$ cat src/rtl/uart_frame_ctrl.sv
// uart_frame_ctrl
// Groups UART receive bytes into 4-byte command frames (SOF, ADDR, DATA, CHK)
// and writes DATA into a per-channel level register or into the config register.
// CHK must equal ADDR ^ DATA. Bad checksums, out-of-range addresses and
// inter-byte timeouts each add one to a saturating error counter.
//
// Ports:
//   i_clk       system clock
//   i_rst       asynchronous reset, active-high
//   i_data      received byte (sampled only on the rising edge of i_dv)
//   i_dv        receiver data-valid level flag
//   o_levels    level registers, channel k at [8k+7:8k]
//   o_cfg       config register
//   o_upd       one-cycle pulse after a register write
//   o_upd_addr  address of the last write, valid while o_upd=1
//   o_err_cnt   saturating frame-error counter
//   o_busy      high while a frame is in progress
module uart_frame_ctrl #(
  parameter int          N_CH         = 2,
  parameter logic [7:0]  SOF          = 8'hA5,
  parameter logic [7:0]  CFG_ADDR     = 8'hFF,
  parameter int          TIMEOUT_CLKS = 48000
) (
  input  logic                i_clk,
  input  logic                i_rst,
  input  logic [7:0]          i_data,
  input  logic                i_dv,
  output logic [8*N_CH-1:0]   o_levels,
  output logic [7:0]          o_cfg,
  output logic                o_upd,
  output logic [7:0]          o_upd_addr,
  output logic [7:0]          o_err_cnt,
  output logic                o_busy
);

  localparam int                CNT_W    = $clog2(TIMEOUT_CLKS + 1);
  localparam logic [CNT_W-1:0]  CNT_LAST = CNT_W'(TIMEOUT_CLKS - 1);
  localparam logic [7:0]        NCH_B    = 8'(N_CH);

  typedef enum logic [1:0] {S_IDLE, S_ADDR, S_DATA, S_CHK} state_t;

  state_t            r_state, w_state_nxt;
  logic              r_dv_q;
  logic              w_stb;
  logic [CNT_W-1:0]  r_cnt, w_cnt_nxt;
  logic [7:0]        r_addr, w_addr_nxt;
  logic [7:0]        r_data, w_data_nxt;
  logic              w_addr_ok;
  logic              w_wr;
  logic              w_err;
  logic [8*N_CH-1:0] r_levels;
  logic [7:0]        r_cfg;
  logic              r_upd;
  logic [7:0]        r_upd_addr;
  logic [7:0]        r_err_cnt;

  // One strobe per rising edge of i_dv; r_dv_q resets high so a level left
  // asserted across reset is not mistaken for a new byte.
  assign w_stb     = i_dv & ~r_dv_q;
  assign w_addr_ok = (r_addr < NCH_B) || (r_addr == CFG_ADDR);

  always_comb begin
    w_state_nxt = r_state;
    w_cnt_nxt   = r_cnt;
    w_addr_nxt  = r_addr;
    w_data_nxt  = r_data;
    w_wr        = 1'b0;
    w_err       = 1'b0;
    if (r_state == S_IDLE) begin
      w_cnt_nxt = '0;
      if (w_stb && (i_data == SOF)) begin
        w_state_nxt = S_ADDR;
      end
    end else if (w_stb) begin
      // A byte arriving on the timeout cycle is still accepted.
      w_cnt_nxt = '0;
      case (r_state)
        S_ADDR: begin
          w_addr_nxt  = i_data;
          w_state_nxt = S_DATA;
        end
        S_DATA: begin
          w_data_nxt  = i_data;
          w_state_nxt = S_CHK;
        end
        default: begin
          w_state_nxt = S_IDLE;
          if ((i_data == (r_addr ^ r_data)) && w_addr_ok) begin
            w_wr = 1'b1;
          end else begin
            w_err = 1'b1;
          end
        end
      endcase
    end else if (r_cnt == CNT_LAST) begin
      w_state_nxt = S_IDLE;
      w_cnt_nxt   = '0;
      w_err       = 1'b1;
    end else begin
      w_cnt_nxt = r_cnt + 1'b1;
    end
  end

  always_ff @(posedge i_clk or posedge i_rst) begin
    if (i_rst) begin
      r_state    <= S_IDLE;
      r_dv_q     <= 1'b1;
      r_cnt      <= '0;
      r_addr     <= '0;
      r_data     <= '0;
      r_levels   <= '0;
      r_cfg      <= '0;
      r_upd      <= 1'b0;
      r_upd_addr <= '0;
      r_err_cnt  <= '0;
    end else begin
      r_state <= w_state_nxt;
      r_dv_q  <= i_dv;
      r_cnt   <= w_cnt_nxt;
      r_addr  <= w_addr_nxt;
      r_data  <= w_data_nxt;
      r_upd   <= w_wr;
      if (w_wr) begin
        r_upd_addr <= r_addr;
        if (r_addr == CFG_ADDR) begin
          r_cfg <= r_data;
        end else begin
          for (int k = 0; k < N_CH; k++) begin
            if (r_addr == 8'(k)) begin
              r_levels[8*k +: 8] <= r_data;
            end
          end
        end
      end
      if (w_err && (r_err_cnt != 8'hFF)) begin
        r_err_cnt <= r_err_cnt + 8'd1;
      end
    end
  end

  assign o_levels   = r_levels;
  assign o_cfg      = r_cfg;
  assign o_upd      = r_upd;
  assign o_upd_addr = r_upd_addr;
  assign o_err_cnt  = r_err_cnt;
  assign o_busy     = (r_state != S_IDLE);

endmodule
$ cat config.mk
export PLATFORM = sky130hd
export DESIGN_NAME = uart_frame_ctrl
export DESIGN_NICKNAME = d
export VERILOG_FILES = /design/src/rtl/uart_frame_ctrl.sv
export SDC_FILE = /design/constraint.sdc
export NUM_CORES = 1
export LEC_CHECK = 0
export BUFFER_PORTS_ARGS = -buffer_cell sky130_fd_sc_hd__buf_2
export CAP_MARGIN = 15
export CORE_MARGIN = 4
export CORE_UTILIZATION = 56
export DETAILED_ROUTE_END_ITERATION = 10
export GPL_TIMING_DRIVEN = 0
export PLACE_DENSITY = 0.79
export SLEW_MARGIN = 20
export SYNTH_ARGS = -nofsm -noshare
export SYNTH_HDL_FRONTEND = slang
export SYNTH_SLANG_ARGS = --single-unit
$ cat constraint.sdc
create_clock -name i_clk -period 2.7 [get_ports i_clk]
set_input_delay 0.54 -clock i_clk [delete_from_list [all_inputs] [get_ports i_clk]]
set_output_delay 0.54 -clock i_clk [all_outputs]
set_load 0.03 [all_outputs]
* Yosys cells after proc, flatten, opt, wreduce, memory -nomap -nowiden
Index checks and enable logic that the tools add are counted. W data, S select, Z words.
Storage, ports and cells: flip-flop bits (word level) 76, bits of input ports 11, output and inout port bits 42, logic and storage cells 60
Operators by class: add/sub/neg operators 2, magnitude comparators 1, eq/ne operators 9, multiplexer cells 17, bitwise gates (word level) 5, reduce and logical (&&, ||, !) cells 15
Operator list (number):
- $mux W16 | 3
- $add A16 B1 Y16 const B | 1
- $eq A16 B16 Y1 const B | 1
- $eq A8 B8 Y1 const B | 2
- $reduce_and A3 Y1 | 4
- $mux W1 | 9
- $add A8 B1 Y8 const B | 1
- $eq A8 B1 Y1 const B | 1
- $eq A8 B8 Y1 | 1
- $logic_not A8 Y1 | 1
- $lt A8 B2 Y1 const B | 1
- $mux W2 | 4
- $ne A8 B8 Y1 const B | 1
- $xor A8 B8 Y8 | 1
- $pmux W2 S2 | 1
- $reduce_and A2 Y1 | 2
- $logic_and A1 B1 Y1 | 3
- $not A1 Y1 | 3
- $reduce_bool A3 Y1 | 1
- $eq A2 B1 Y1 const B | 1
- $eq A2 B2 Y1 const B | 1
- $logic_not A2 Y1 | 1
- $ne A2 B1 Y1 const B | 1
- $reduce_bool A2 Y1 | 1
- other kinds (3) | 3

* Logic depth before layout (Yosys ltp)
depth after elaboration 8, depth in mapped cells 7, depth with buffers taken out 6

* Worst setup path before layout
No wires, ideal clock.
path kind register to register, start register r_addr[4], end register r_levels[0] (netlist: o_levels[0]), setup time 0.125 ns, arrival 2.007 ns, required time 2.575 ns, slack 0.568 ns, cell stages (with the launch flop) 7, buffers on the path 0, period minus slack after synthesis 2.132 ns, path through dfrtp_1 > or4_1 > nor4_2 > o21a_1 > nand3_2 > nor2_8 > mux2_2
On the way: longest elaborated chain between the ends 8, elaborated cells between the ends (all ways) 13, classes of those cells 1 x order compare; 2 x eq/ne; 4 x mux; 2 x bitwise; 4 x reduce/logical
Ends and longest elaborated chain:
- from (decl) | RTL line 46 | logic [7:0] r_addr, w_addr_nxt;
- from (signal assigned) | RTL line 120 | r_addr <= w_addr_nxt;
- $lt A8 B2 Y1, or another cell as far along | RTL line 60 | assign w_addr_ok = (r_addr < NCH_B) || (r_addr == CFG_ADDR);
- $logic_or A1 B1 Y1 or $eq A8 B8 Y1 (tied branches) | RTL line 60, 88
- $logic_and A1 B1 Y1 | RTL line 88 | if ((i_data == (r_addr ^ r_data)) && w_addr_ok) begin
- $mux W1 | RTL line 88
- $mux W1 | RTL line 77 | case (r_state)
- $mux W1 | RTL line 74 | end else if (w_stb) begin
- $mux W1 | RTL line 69 | if (r_state == S_IDLE) begin
- $reduce_and A3 Y1 (no source line) *
- to (signal, indexed assignment) | RTL line 130 | r_levels[8*k +: 8] <= r_data;
- to (decl) | RTL line 51 | logic [8*N_CH-1:0] r_levels;
Every way passes the cells marked *; elsewhere a longest branch is shown, timed or not. A chain may end at the register's enable or synchronous reset.

* Worst setup path in the final report
start register r_data[5], end register r_levels[3] (netlist: o_levels[3])
On the way: longest elaborated chain between the ends 8
Ends and longest elaborated chain:
- from (decl) | RTL line 47 | logic [7:0] r_data, w_data_nxt;
- from (signal assigned) | RTL line 121 | r_data <= w_data_nxt;
- $xor A8 B8 Y8 | RTL line 88
- $eq A8 B8 Y1 | RTL line 88
- $logic_and A1 B1 Y1 | RTL line 88
- $mux W1 | RTL line 88
- $mux W1 | RTL line 77
- $mux W1 | RTL line 74
- $mux W1 | RTL line 69
- $reduce_and A3 Y1 (no source line)
No other way between the ends.

==> reports/qor.csv <==
stage,metric,value,unit
job,drv_cap,0,
timing,rsz0062_at_grt,false,
cells_and_area,final_cells,405,
cells_and_area,final_nets,342,
global_routing,grt_usage,19.0,%
worst_setup_path,worstPathArrival,2670,ps
worst_setup_path,r2r_slack,250,ps
route,post_drt_via_cell_ratio,5.48,
global_routing,grt_use_met1,26.2,%
synth,yosys-top-cells-area,"dfrtp_1 54%, mux2_2 16%, xor2_1 4.0%",
worst_setup_path,path_class,reg -> reg,
synth,yosysTopAreaCell,dfrtp_1,
worst_setup_path,cp.required,2930,ps
global_routing,grt_overflow_total,0,
synth,yosysWarnings,0,
timing,relSlewSlack,59.4,%
route,drtIter0Drc,105,
floorplanning,initial_core_util,58.2,%
route,ant_nets,0,
floorplanning,die_y,86.9,µm
clock_tree,cts_buffer_depth,2,
clock_tree,insertion_delay,360,ps
power,cellInternalPower,1.98,mW
global_routing,busiest_layer,met2,
timing,setup_violations,0,
clock_tree,cts_resized,0,
worst_setup_path,cp-end-kind,register,
synth,synth_top_area_share,53.9,%
synth,ys_types,44,
power,sw_frac_of_total,34.1,%
power,peakVddDrop,0.000491,V
timing,timing.final.crit_share,90.6,%
floorplanning,rows,28,
clock_tree,cts_setup_buffers,0,
power,p_per_area,744,mW/mm²
power,p_seq_share,50.1,%
status,status,"finished, final reports clean",
worst_setup_path,start_kind,register,
worst_setup_path,critPathTopFamily,simple AND/OR/NAND/NOR gates,
power,power,3.01,mW
route,vias,2220,
hold_path,hold_path.class,in -> async,
global_routing,grt_pass1_vias,2228,
timing,worstMarginPinSlew,604,ps
worst_setup_path,crit_fanout,9,
floorplanning,core,0.00599,mm²
synth,synth_edf_count,0,
synth,synth_common_cells,"75 x dfrtp_1, 50 x mux2_2, 19 x nor2_1, 16 x xor2_1",
synth,syn_area,0.00348,mm²
synth,yosysSeqAreaShare,54.6,%
global_routing,grt_max_degree,41,
floorplanning,die_w,86.9,µm
worst_setup_path,critPathMaxStageDelay,440,ps
clock_tree,clock_sinks,76,
power,switching_power,1.02,mW
timing,hold_violations,0,
route,drc_errors,0,
power,p_comb_share,23.4,%
synth,netlist_instances,261,
power,clkPwrFrac,26.5,%
synth,synthArstFlopShare,100,%
global_routing,grt_first_pass_wirelength,10800,µm
timing,finClkSkew,19.3,ps
global_routing,grtUsageMet3,4.35,%
route,drtPass1Iterations,4,
placement,dp_hpwl,4720,µm
synth,synth_fp_nets,278,
synth,ys.flop_type,dfrtp_1,
global_routing,use_met2,28.3,%
clock_tree,path_clk_slew,90,ps
floorplanning,ios,53,
timing,fin_crit,2450,ps
timing,hold_ws,215,ps
synth,synth.most_common_cell,dfrtp_1,
clock_tree,cts_made_buffers,9,
clock_tree,htreeDepth,3,
clock_tree,cts_hold_buf,0,
route,wl_per_cell,16.1,µm
placement,place.gp.congestion,0.768,
worst_setup_path,r2r-start,r_data[5]$_DFFE_PP0P_,
clock_tree,cts_root_buf,clkbuf_8,
synth,avgSynthCellArea,13.4,µm²
worst_setup_path,rr_endpoint,o_levels[3]$_DFFE_PP0P_,
worst_setup_path,cp_num_buf_inv,0,
power,leakagePower,2.10,nW
global_routing,antenna_found_initial,0,
cells_and_area,drive_gt1_share,40.3,%
placement,io_buffer_count,52,
cells_and_area,syn2layout_area_growth,16.0,%
route,wirelength,6540,µm
synth,synth-seq-cells,76,
timing,maxSlewViolCount,0,
cells_and_area,diodes,0,
worst_setup_path,r2r.worst_path.cells,6,
floorplanning,dieArea,0.00755,mm²
placement,dp_cells,389,
timing,tns,0,ps
worst_setup_path,slowest_stage,dfrtp_1,
worst_setup_path,crit_chain,xnor3_1 -> nand4_1 -> nor3_1 -> nand3_2 -> nor2_8 -> mux2_2,
clock_tree,cts_tree,built,
timing,fmax,409,MHz
cell families (layout without fill, tap and decap cells):
logic type                 after synthesis  count (layout)  share of synthesized area, %
AOI/OAI and AO/OA                       12              12                          2.15
xor gates and xnor gates                28              28                          9.48
adders and majority gates                6               6                          2.15
buffers and inverters                   11              80                          1.54
DFF                                     76              76                          54.6
and+or+nand+nor                         78              78                          13.9
muxes                                   50              50                          16.2
per-layer routing:
layer | share of wire, % | routed length [µm] | up-vias
li1 | - | - | 1061
met1 | 48 | 3120 | 1086
met2 | 45 | 2950 | 56
met3 | 4.5 | 295 | 17
met4 | 2.6 | 169 | 0
met5 | 0 | 0 | -
layout make-up:
cell class | count | area [µm²]
Inverter | 5 | 21.3
Multi-Input combinational cell | 174 | 1530
Buffer | 6 | 35.0
Fill cell | 443 | 1950
Sequential cell | 76 | 1900
Timing Repair Buffer | 53 | 280
Clock buffer | 9 | 124
Clock inverter | 7 | 56.3
Tap cell | 75 | 93.8
stage by stage:
step                      util, %  worst slack, ps  instance area (µm²)
final                        67.5              254                 4040
after global placement       64.1             -646                 3840
after floorplan                 -              223                 3480
after global routing         67.5              118                 4040
after detailed placement     64.5              125                 3860
after CTS                    67.5              230                 4040
sequential cells by signal, summed over array words and instances, names as in the netlist:
name / cells
o_upd_addr: 8
o_levels: 16
r_data: 8
o_cfg: 8
o_err_cnt: 8
o_upd: 1
r_dv_q: 1
r_cnt: 16
r_state: 2
r_addr: 8
placed cells by master (no fill, tap or decap), types with 2 or more instances in the layout:
master and instances:
clkbuf_8 9, ha_1 6, nor4b_1 3, inv_6 4
inv_1 4, mux2_2 50, xor3_1 2, a21oi_1 3
clkbuf_1 3, nand2b_1 2, and4b_1 2, nand4_1 5
and3_2 2, nor2_1 19, nor3_1 5, and3_1 7
xnor2_1 6, dfrtp_1 75, o21ai_0 4, xnor3_1 4
buf_2 53, or3_1 2, xor2_1 16, nand2_1 9
nand3_1 9
power by group through the flow:
stage	clock network [mW]	logic [mW]	registers, mW
finish	0.796	0.703	1.51
global placement	0	0.674	1.51
detailed placement	0	0.709	1.53
floorplan	0	0.514	1.50
CTS	0.811	0.714	1.51
global route	0.858	0.772	1.53
worst max-delay path by stage:
stage	depth (start not counted)	from	slack (ps)	endpoint
global route	6	r_data[5]$_DFFE_PP0P_	120	o_levels[3]$_DFFE_PP0P_
CTS	6	r_data[5]$_DFFE_PP0P_	230	o_levels[3]$_DFFE_PP0P_
finish	6	r_data[5]$_DFFE_PP0P_	250	o_levels[3]$_DFFE_PP0P_
global placement	2	i_rst	-650	o_upd_addr[5]$_DFFE_PP0N_
floorplan	1	i_rst	220	o_cfg[0]$_DFFE_PP0P_
detailed placement	7	i_data[5]	120	o_levels[3]$_DFFE_PP0P_
Note: power is estimated with default switching activity, not from simulation.
